`src/rtl/csr_trap_unit_if.sv`:
```
`default_nettype none
// ---------------------------------------------------------------------------
// csr_trap_unit_if : execute-stage, counter-event and fetch-redirect bundle
// Rev 1.0
// ---------------------------------------------------------------------------
interface csr_trap_unit_if #(
    parameter int NUM_HPM = 4
);
    logic               retire;
    logic [NUM_HPM-1:0] hpm_event;
    logic               csr_valid;
    logic [1:0]         csr_op;
    logic               csr_imm;
    logic [11:0]        csr_addr;
    logic [31:0]        rs1_data;
    logic [4:0]         uimm;
    logic               rd_nonzero;
    logic               exc_valid;
    logic [3:0]         exc_cause;
    logic [31:0]        exc_tval;
    logic [31:0]        pc_in;
    logic               mret;
    logic               irq_ext;
    logic               irq_timer;
    logic [31:0]        csr_rdata;
    logic               redirect_valid;
    logic [31:0]        redirect_pc;
    logic               trap_taken;

    modport slave (
        input  retire, hpm_event, csr_valid, csr_op, csr_imm, csr_addr, rs1_data,
               uimm, rd_nonzero, exc_valid, exc_cause, exc_tval, pc_in, mret,
               irq_ext, irq_timer,
        output csr_rdata, redirect_valid, redirect_pc, trap_taken
    );

    modport master (
        output retire, hpm_event, csr_valid, csr_op, csr_imm, csr_addr, rs1_data,
               uimm, rd_nonzero, exc_valid, exc_cause, exc_tval, pc_in, mret,
               irq_ext, irq_timer,
        input  csr_rdata, redirect_valid, redirect_pc, trap_taken
    );
endinterface
`default_nettype wire

```
`src/rtl/csr_trap_unit.sv`:
```
`default_nettype none
// ---------------------------------------------------------------------------
// csr_trap_unit : machine-mode CSR file, counters and trap/MRET controller
// Rev 1.0
// ---------------------------------------------------------------------------
module csr_trap_unit #(
    parameter int          CNT_WIDTH   = 64,
    parameter int          NUM_HPM     = 4,
    parameter bit          VECTORED_EN = 1'b1,
    parameter logic [31:0] MTVEC_RESET = 32'h0000_0100
) (
    input wire             clk,
    input wire             resetb,
    csr_trap_unit_if.slave bus
);
    localparam int NCNT = NUM_HPM + 2;

    typedef enum logic [1:0] {
        ST_RUN  = 2'd0,
        ST_TRAP = 2'd1,
        ST_RET  = 2'd2
    } state_t;

    state_t               state_q, state_d;
    logic                 mstatus_mie_q, mstatus_mpie_q;
    logic [1:0]           mie_q;
    logic [31:0]          mtvec_q, mscratch_q, mepc_q, mcause_q, mtval_q;
    logic [31:0]          csr_rdata_q, redirect_pc_q;
    logic [CNT_WIDTH-1:0] cnt_q [NCNT];

    logic [NCNT-1:0] cnt_inc, cnt_hit, cnt_wr_lo, cnt_wr_hi;
    logic            cnt_addr, known, illegal, wr_req, csr_act, irq_pend;
    logic            run, take_exc, take_ill, take_irq, take_mret, csr_do, csr_we, trap, vec;
    logic [31:0]     rdata, operand, wdata, trap_pc;
    logic [3:0]      trap_cause;

    // Counter slot 0 = mcycle, 1 = minstret, 2+k = mhpmcounter(3+k).
    assign cnt_inc = {bus.hpm_event, bus.retire, 1'b1};

    always_comb begin
        cnt_addr = (bus.csr_addr[6:5] == 2'b00) &&
                   (((bus.csr_addr[11:8] == 4'hB) && (bus.csr_addr[4:0] != 5'd1)) ||
                    ((bus.csr_addr[11:8] == 4'hC) &&
                     ((bus.csr_addr[4:0] == 5'd0) || (bus.csr_addr[4:0] == 5'd2))));
        known = cnt_addr ||
                ((bus.csr_addr[11:5] == 7'b0011_001) && (bus.csr_addr[4:0] >= 5'd3));
        rdata = 32'h0;
        case (bus.csr_addr)
            12'h300: begin
                known = 1'b1;
                rdata = {19'b0, 2'b11, 3'b0, mstatus_mpie_q, 3'b0, mstatus_mie_q, 3'b0};
            end
            12'h301: begin known = 1'b1; rdata = 32'h4000_0100; end
            12'h304: begin known = 1'b1; rdata = {20'b0, mie_q[1], 3'b0, mie_q[0], 7'b0}; end
            12'h305: begin known = 1'b1; rdata = mtvec_q; end
            12'h340: begin known = 1'b1; rdata = mscratch_q; end
            12'h341: begin known = 1'b1; rdata = mepc_q; end
            12'h342: begin known = 1'b1; rdata = mcause_q; end
            12'h343: begin known = 1'b1; rdata = mtval_q; end
            12'h344: begin
                known = 1'b1;
                rdata = {20'b0, bus.irq_ext, 3'b0, bus.irq_timer, 7'b0};
            end
            12'hF11, 12'hF12, 12'hF13, 12'hF14: known = 1'b1;
            default: ;
        endcase
        for (int i = 0; i < NCNT; i++) begin
            cnt_hit[i] = cnt_addr && (bus.csr_addr[4:0] == 5'((i == 0) ? 0 : i + 1));
            if (cnt_hit[i]) begin
                rdata = bus.csr_addr[7] ? 32'(cnt_q[i][CNT_WIDTH-1:32]) : cnt_q[i][31:0];
            end
        end

        operand = bus.csr_imm ? {27'b0, bus.uimm} : bus.rs1_data;
        case (bus.csr_op)
            2'b01:   wdata = operand;
            2'b10:   wdata = rdata | operand;
            2'b11:   wdata = rdata & ~operand;
            default: wdata = rdata;
        endcase
        // Set/clear with a zero source field is a pure read and never writes.
        wr_req  = (bus.csr_op == 2'b01) || (bus.uimm != 5'd0);
        csr_act = bus.csr_valid && (bus.csr_op != 2'b00);
        illegal = csr_act && (!known || (wr_req && (bus.csr_addr[11:10] == 2'b11)));
    end

    always_comb begin
        run       = (state_q == ST_RUN);
        irq_pend  = mstatus_mie_q && ((mie_q[1] && bus.irq_ext) || (mie_q[0] && bus.irq_timer));
        take_exc  = run && bus.exc_valid;
        take_ill  = run && !bus.exc_valid && illegal;
        take_irq  = run && !bus.exc_valid && !illegal && irq_pend;
        take_mret = run && !bus.exc_valid && !illegal && !irq_pend && bus.mret;
        csr_do    = run && csr_act && !bus.exc_valid && !illegal && !irq_pend && !bus.mret;
        csr_we    = csr_do && wr_req;
        trap      = take_exc || take_ill || take_irq;
        if (take_exc)                   trap_cause = bus.exc_cause;
        else if (take_ill)              trap_cause = 4'd2;
        else if (mie_q[1] && bus.irq_ext) trap_cause = 4'd11;
        else                            trap_cause = 4'd7;
        vec     = take_irq && VECTORED_EN && (mtvec_q[1:0] == 2'b01);
        trap_pc = {mtvec_q[31:2], 2'b00} + (vec ? {26'b0, trap_cause, 2'b00} : 32'h0);

        state_d = state_q;
        case (state_q)
            ST_RUN: begin
                if (trap)           state_d = ST_TRAP;
                else if (take_mret) state_d = ST_RET;
            end
            ST_TRAP, ST_RET: state_d = ST_RUN;
            default:         state_d = ST_RUN;
        endcase

        bus.redirect_valid = (state_q != ST_RUN);
        bus.trap_taken     = (state_q == ST_TRAP);
        bus.redirect_pc    = redirect_pc_q;
        bus.csr_rdata      = csr_rdata_q;
    end

    always_comb begin
        for (int i = 0; i < NCNT; i++) begin
            cnt_wr_lo[i] = csr_we && cnt_hit[i] && !bus.csr_addr[7];
            cnt_wr_hi[i] = csr_we && cnt_hit[i] && bus.csr_addr[7];
        end
    end

    always_ff @(posedge clk or negedge resetb) begin
        if (!resetb) begin
            state_q <= ST_RUN;
        end else begin
            state_q <= state_d;
        end
    end

    always_ff @(posedge clk or negedge resetb) begin
        if (!resetb) begin
            for (int i = 0; i < NCNT; i++) cnt_q[i] <= '0;
        end else begin
            for (int i = 0; i < NCNT; i++) begin
                if (cnt_wr_lo[i])      cnt_q[i][31:0]           <= wdata;
                else if (cnt_wr_hi[i]) cnt_q[i][CNT_WIDTH-1:32] <= wdata[CNT_WIDTH-33:0];
                else                   cnt_q[i]                 <= cnt_q[i] + CNT_WIDTH'(cnt_inc[i]);
            end
        end
    end

    always_ff @(posedge clk or negedge resetb) begin
        if (!resetb) begin
            mstatus_mie_q  <= 1'b0;
            mstatus_mpie_q <= 1'b0;
            mie_q          <= 2'b00;
            mtvec_q        <= MTVEC_RESET;
            mscratch_q     <= 32'h0;
            mepc_q         <= 32'h0;
            mcause_q       <= 32'h0;
            mtval_q        <= 32'h0;
            csr_rdata_q    <= 32'h0;
            redirect_pc_q  <= 32'h0;
        end else if (trap) begin
            mepc_q         <= {bus.pc_in[31:2], 2'b00};
            mcause_q       <= {take_irq, 27'b0, trap_cause};
            mtval_q        <= take_exc ? bus.exc_tval : 32'h0;
            mstatus_mpie_q <= mstatus_mie_q;
            mstatus_mie_q  <= 1'b0;
            redirect_pc_q  <= trap_pc;
        end else if (take_mret) begin
            mstatus_mie_q  <= mstatus_mpie_q;
            mstatus_mpie_q <= 1'b1;
            redirect_pc_q  <= mepc_q;
        end else if (csr_do) begin
            if (bus.rd_nonzero || (bus.csr_op == 2'b01)) csr_rdata_q <= rdata;
            if (csr_we) begin
                case (bus.csr_addr)
                    12'h300: begin
                        mstatus_mie_q  <= wdata[3];
                        mstatus_mpie_q <= wdata[7];
                    end
                    12'h304: mie_q      <= {wdata[11], wdata[7]};
                    12'h305: mtvec_q    <= {wdata[31:2], 1'b0, VECTORED_EN & wdata[0]};
                    12'h340: mscratch_q <= wdata;
                    12'h341: mepc_q     <= {wdata[31:2], 2'b00};
                    12'h342: mcause_q   <= wdata;
                    12'h343: mtval_q    <= wdata;
                    default: ;
                endcase
            end
        end
    end
endmodule
`default_nettype wire

```
`src/flat_wrapper.sv`:
```
// flat-port wrapper written by rule: the top's interface ports become plain ports
module csr_trap_unit_flat 
#(
    parameter int          CNT_WIDTH   = 64,
    parameter int          NUM_HPM     = 4,
    parameter bit          VECTORED_EN = 1'b1,
    parameter logic [31:0] MTVEC_RESET = 32'h0000_0100
)
  (clk, resetb, bus_retire, bus_hpm_event, bus_csr_valid, bus_csr_op, bus_csr_imm, bus_csr_addr, bus_rs1_data, bus_uimm, bus_rd_nonzero, bus_exc_valid, bus_exc_cause, bus_exc_tval, bus_pc_in, bus_mret, bus_irq_ext, bus_irq_timer, bus_csr_rdata, bus_redirect_valid, bus_redirect_pc, bus_trap_taken);
  csr_trap_unit_if #(.NUM_HPM(NUM_HPM)) bus_i ();
  input wire clk;
  input wire resetb;
  input wire logic [$bits(bus_i.retire)-1:0] bus_retire;
  input wire logic [$bits(bus_i.hpm_event)-1:0] bus_hpm_event;
  input wire logic [$bits(bus_i.csr_valid)-1:0] bus_csr_valid;
  input wire logic [$bits(bus_i.csr_op)-1:0] bus_csr_op;
  input wire logic [$bits(bus_i.csr_imm)-1:0] bus_csr_imm;
  input wire logic [$bits(bus_i.csr_addr)-1:0] bus_csr_addr;
  input wire logic [$bits(bus_i.rs1_data)-1:0] bus_rs1_data;
  input wire logic [$bits(bus_i.uimm)-1:0] bus_uimm;
  input wire logic [$bits(bus_i.rd_nonzero)-1:0] bus_rd_nonzero;
  input wire logic [$bits(bus_i.exc_valid)-1:0] bus_exc_valid;
  input wire logic [$bits(bus_i.exc_cause)-1:0] bus_exc_cause;
  input wire logic [$bits(bus_i.exc_tval)-1:0] bus_exc_tval;
  input wire logic [$bits(bus_i.pc_in)-1:0] bus_pc_in;
  input wire logic [$bits(bus_i.mret)-1:0] bus_mret;
  input wire logic [$bits(bus_i.irq_ext)-1:0] bus_irq_ext;
  input wire logic [$bits(bus_i.irq_timer)-1:0] bus_irq_timer;
  output wire logic [$bits(bus_i.csr_rdata)-1:0] bus_csr_rdata;
  output wire logic [$bits(bus_i.redirect_valid)-1:0] bus_redirect_valid;
  output wire logic [$bits(bus_i.redirect_pc)-1:0] bus_redirect_pc;
  output wire logic [$bits(bus_i.trap_taken)-1:0] bus_trap_taken;
  assign bus_i.retire = bus_retire;
  assign bus_i.hpm_event = bus_hpm_event;
  assign bus_i.csr_valid = bus_csr_valid;
  assign bus_i.csr_op = bus_csr_op;
  assign bus_i.csr_imm = bus_csr_imm;
  assign bus_i.csr_addr = bus_csr_addr;
  assign bus_i.rs1_data = bus_rs1_data;
  assign bus_i.uimm = bus_uimm;
  assign bus_i.rd_nonzero = bus_rd_nonzero;
  assign bus_i.exc_valid = bus_exc_valid;
  assign bus_i.exc_cause = bus_exc_cause;
  assign bus_i.exc_tval = bus_exc_tval;
  assign bus_i.pc_in = bus_pc_in;
  assign bus_i.mret = bus_mret;
  assign bus_i.irq_ext = bus_irq_ext;
  assign bus_i.irq_timer = bus_irq_timer;
  assign bus_csr_rdata = bus_i.csr_rdata;
  assign bus_redirect_valid = bus_i.redirect_valid;
  assign bus_redirect_pc = bus_i.redirect_pc;
  assign bus_trap_taken = bus_i.trap_taken;
  csr_trap_unit #(.CNT_WIDTH(CNT_WIDTH), .NUM_HPM(NUM_HPM), .VECTORED_EN(VECTORED_EN), .MTVEC_RESET(MTVEC_RESET)) u_core (.clk(clk), .resetb(resetb), .bus(bus_i));
endmodule
```
`config.mk`:
```
export PLATFORM = sky130hd
export DESIGN_NAME = csr_trap_unit_flat
export DESIGN_NICKNAME = d
export VERILOG_FILES = /design/src/rtl/csr_trap_unit_if.sv /design/src/rtl/csr_trap_unit.sv /design/src/flat_wrapper.sv
export SDC_FILE = /design/constraint.sdc
export NUM_CORES = 2
export LEC_CHECK = 0
export CORE_MARGIN = 2
export CORE_UTILIZATION = 25
export CTS_BUF_LIST = sky130_fd_sc_hd__clkbuf_8
export CTS_CLUSTER_DIAMETER = 60
export DETAILED_ROUTE_END_ITERATION = 7
export PLACE_DENSITY_LB_ADDON = 0.2
export SLEW_MARGIN = 20
export SYNTH_ARGS = -nofsm -noshare
export SYNTH_HDL_FRONTEND = slang
export SYNTH_SLANG_ARGS = --single-unit
```
`constraint.sdc`:
```
create_clock -name clk -period 5.8 [get_ports clk]
set_input_delay 0.87 -clock clk [delete_from_list [all_inputs] [get_ports clk]]
set_output_delay 0.87 -clock clk [all_outputs]
set_load 0.01 [all_outputs]
```
==> out/results.ini <==
[global_routing]
use_met1_pct=33.13
grt_util_met2_pct=32.95
grt_pass1_vias=34750
antenna_found_initial=20
busiest_layer=met1
grt_pass1_wl_um=262500
met3_usage_pct=4.373
grt_max_degree=142
gr-total-overflow=0
track_usage_pct=22.94

[power]
leakagePower_nw=17.88
power_mw=11.26
peakVddDrop_uv=165.1
p_per_area_nw_per_um2=245.8

[clocking]
clk_latency_ns=0.88
numCtsBuffers=115
cts_buffer_depth=3
post_cts_resized=0
post-cts-setup-buffer-count=0
cts_max_level=3
clkTransAtPathRegs_ns=0.06
clock_sinks=609
cts_tree=yes
ctsHoldBuffers=0
root_buffer=clkbuf_8

[synthesis]
synth_edf_count=0
synth_ff_type=dfrtp_1
syn-instance-count=4286
yosysMostFrequentCell=dfrtp_1
synth.area.top_cells=dfrtp_1 40%, nand2_1 5.3%, mux2_2 4.5%, mux2i_1 4.2%, nand3_1 3.7%
synth_top_area_cell=dfrtp_1
netlist_area_um2=38380
synth.distinct_cells=119
synthArstFlopShare_pct=100.0
yosysSeqAreaShare_pct=39.71
synth_top_area_share_pct=39.64
avgSynthCellArea_um2=8.956
ys_warn_count=0
synth_top_cells_by_count=608 x dfrtp_1, 544 x nand2_1, 282 x nand3_1, 279 x o21ai_0, 231 x nor2_1
ys_ff_latch=609

[setup_path]
critical_path_depth=20
r2r_start=u_core.state_q[1]
path_buf_inv=3
start_kind=primary input
critPathKind=in -> reg
worst_r2r_path_depth=8
endpoint_kind=register
rr_endpoint=u_core.cnt_q[55]
crit_arrival_ns=5.50
required_ns=6.55
cpMaxStageDelayCell=clkdlybuf4s50_1
crit_chain=clkdlybuf4s50_1 -> nand2_1 -> nor4bb_1 -> nand3_1 -> a31oi_1 -> nor2_1 -> o21ai_0 -> buf_4 -> a22oi_1 -> nor2b_1 -> ha_1 -> a21o_1 -> a21o_1 -> nor4b_1 -> buf_4 -> and2_1 -> nand2_1 -> xor2_1 -> nor2_1 -> a221o_1
cp_top_family=simple AND/OR/NAND/NOR gates
crit_fanout=6
r2r_setup_slack_ns=1.41
slowest_delay_ns=0.66

[worst_hold_path]
hp-class=in -> async

[sta]
rsz0062_at_grt=no
fmax_mhz=210.6
setup_ws_ns=1.052
tns_ns=0
fin_skew_ns=0.05428
worst_pin_slew_ns=1.044
setup_violations=0
period_share_pct=81.85
finalHoldViolCount=0
slew-limit-headroom_pct=29.74
post-route-min-period_ns=4.748
final_max_slew_viol_count=0

[layout]
final_area_um2=45800
area_growth_pct=19.32
multiInputGateArea_um2=21660
drive_gt1_share_pct=14.39
fin_cells=6614
layout.nets=4636
seq_area_um2=15240
fill_cells=16030

[run]
cap_violations=0

[place]
place_area_um2=43330
dp.cells=6400
dp_worst_setup_slack_ns=0.3116
hpwl_um=131600
port_buffers=194
routabilityCongestion=0.9575

[detailed_routing]
via_count=37070
drc_errors=0
drt-total-wl_um=184700
drt_iter0_drc=4102
viasPerCell=5.605
wl_per_cell_um=27.92
antenna_left=0
dr.pass1.iters=6

[die]
dieArea_um2=156700
die_h_um=395.8
coreArea_um2=152300
die_w_um=395.8
ios=199
num_rows=143
start_util_pct=25.21

[outcome]
outcome=completed

[per-layer routing]
metal / wire (um) / vias up / share of wire, %
met5: 108 / - / 0.058
met4: 8285 / 14 / 4.5
met3: 14340 / 312 / 7.8
met2: 77630 / 1587 / 42
met1: 84330 / 18710 / 46
li1: - / 16460 / -
[cells in the final DEF (no fill, tap or decap), types with 16 or more instances in the layout]
cell             instances
nor3_1                  71
a31oi_1                 18
nor2_1                 229
dfrtp_1                608
a221oi_1                16
and3_1                 109
inv_1                   89
a21o_1                  21
buf_4                  153
xnor2_1                 60
and2_1                  22
o221ai_1                20
clkbuf_8               151
and4_1                  26
mux2i_1                161
o21ai_1                113
a22o_1                  29
clkdlybuf4s50_1        189
nand3_1                278
buf_12                  30
o22ai_1                 38
a21oi_1                199
o21a_1                  47
o211ai_1               183
nand2_1                543
nand4_1                 91
or3_1                   51
o31a_1                  43
o21ai_0                279
a221o_1                 28
xor2_1                  27
a22oi_1                 43
nor2b_1                 35
nand2b_1                23
mux2_2                 152
a211oi_1                60
[stage by stage]
| stage | hold WS [ns] | utilization (%) |
|---|---|---|
| finish | 0.1024 | 30.08 |
| global route | 0.1414 | 30.07 |
| CTS | 0.1050 | 30.07 |
| detailed placement | 0.4682 | 28.46 |
| global placement | 0.4586 | 28.45 |
| floorplan | 0.4446 | - |
[worst register-to-register path, stage by stage (launching register included)]
cell	delay, ns
dfrtp_1	0.40
nor4b_2	0.57
nand3_1	0.25
or4_4	0.65
a31oi_4	0.55
nand2_1	0.49
nor2_1	0.70
o21ai_0	0.50
o211ai_1	0.19
[cell families after synthesis]
kind of cell               synth area share [%]
xor gates and xnor gates                  1.985
and+or+nand+nor                           21.34
DFF                                       39.71
other                                  0.009770
AOI/OAI and AO/OA                         22.95
adders and majority gates                0.5411
muxes                                     9.215
buffers and inverters                     4.244
[flip-flops by register name (all words and copies together) (netlist names)]
name,count
u_core.bus.csr_rdata,32
u_core.bus.redirect_pc,30
u_core.cnt_q,384
u_core.mcause_q,32
u_core.mepc_q,30
u_core.mie_q,2
u_core.mscratch_q,32
u_core.mstatus_mie_q,1
u_core.mstatus_mpie_q,1
u_core.mtval_q,32
u_core.mtvec_q,31
u_core.state_q,2
[power breakdown]
| part | internal, mW | switching [mW] | total (mW) |
|---|---|---|---|
| logic | 0.649 | 1.07 | 1.72 |
| clock network | 2.47 | 2.18 | 4.64 |
| registers | 4.55 | 0.342 | 4.89 |
| total | 7.67 | 3.59 | 11.3 |
[final cells by class]
type | instances | area share, %
flip-flops and latches | 609 | 33.28
inverters | 56 | 0.4590
clock inverters | 57 | 0.8114
multi-input cells | 3328 | 47.29
repair buffers | 377 | 8.048
well taps | 2030 | 5.546
clock buffers | 151 | 4.538
diodes | 6 | 0.03278
[worst max-delay path by stage]
stage                                       to  slack (ns)              from
floorplan           u_core.bus.redirect_pc[28]        1.29   bus_csr_addr[4]
global placement    u_core.bus.redirect_pc[28]        0.36   bus_csr_addr[2]
detailed placement  u_core.bus.redirect_pc[28]        0.31  bus_csr_addr[11]
CTS                 u_core.bus.redirect_pc[28]        1.25   bus_csr_addr[2]
global route        u_core.bus.redirect_pc[28]        0.81  bus_csr_addr[11]
finish              u_core.bus.redirect_pc[28]        1.05  bus_csr_addr[11]
Power figures use the tool's default switching activity.
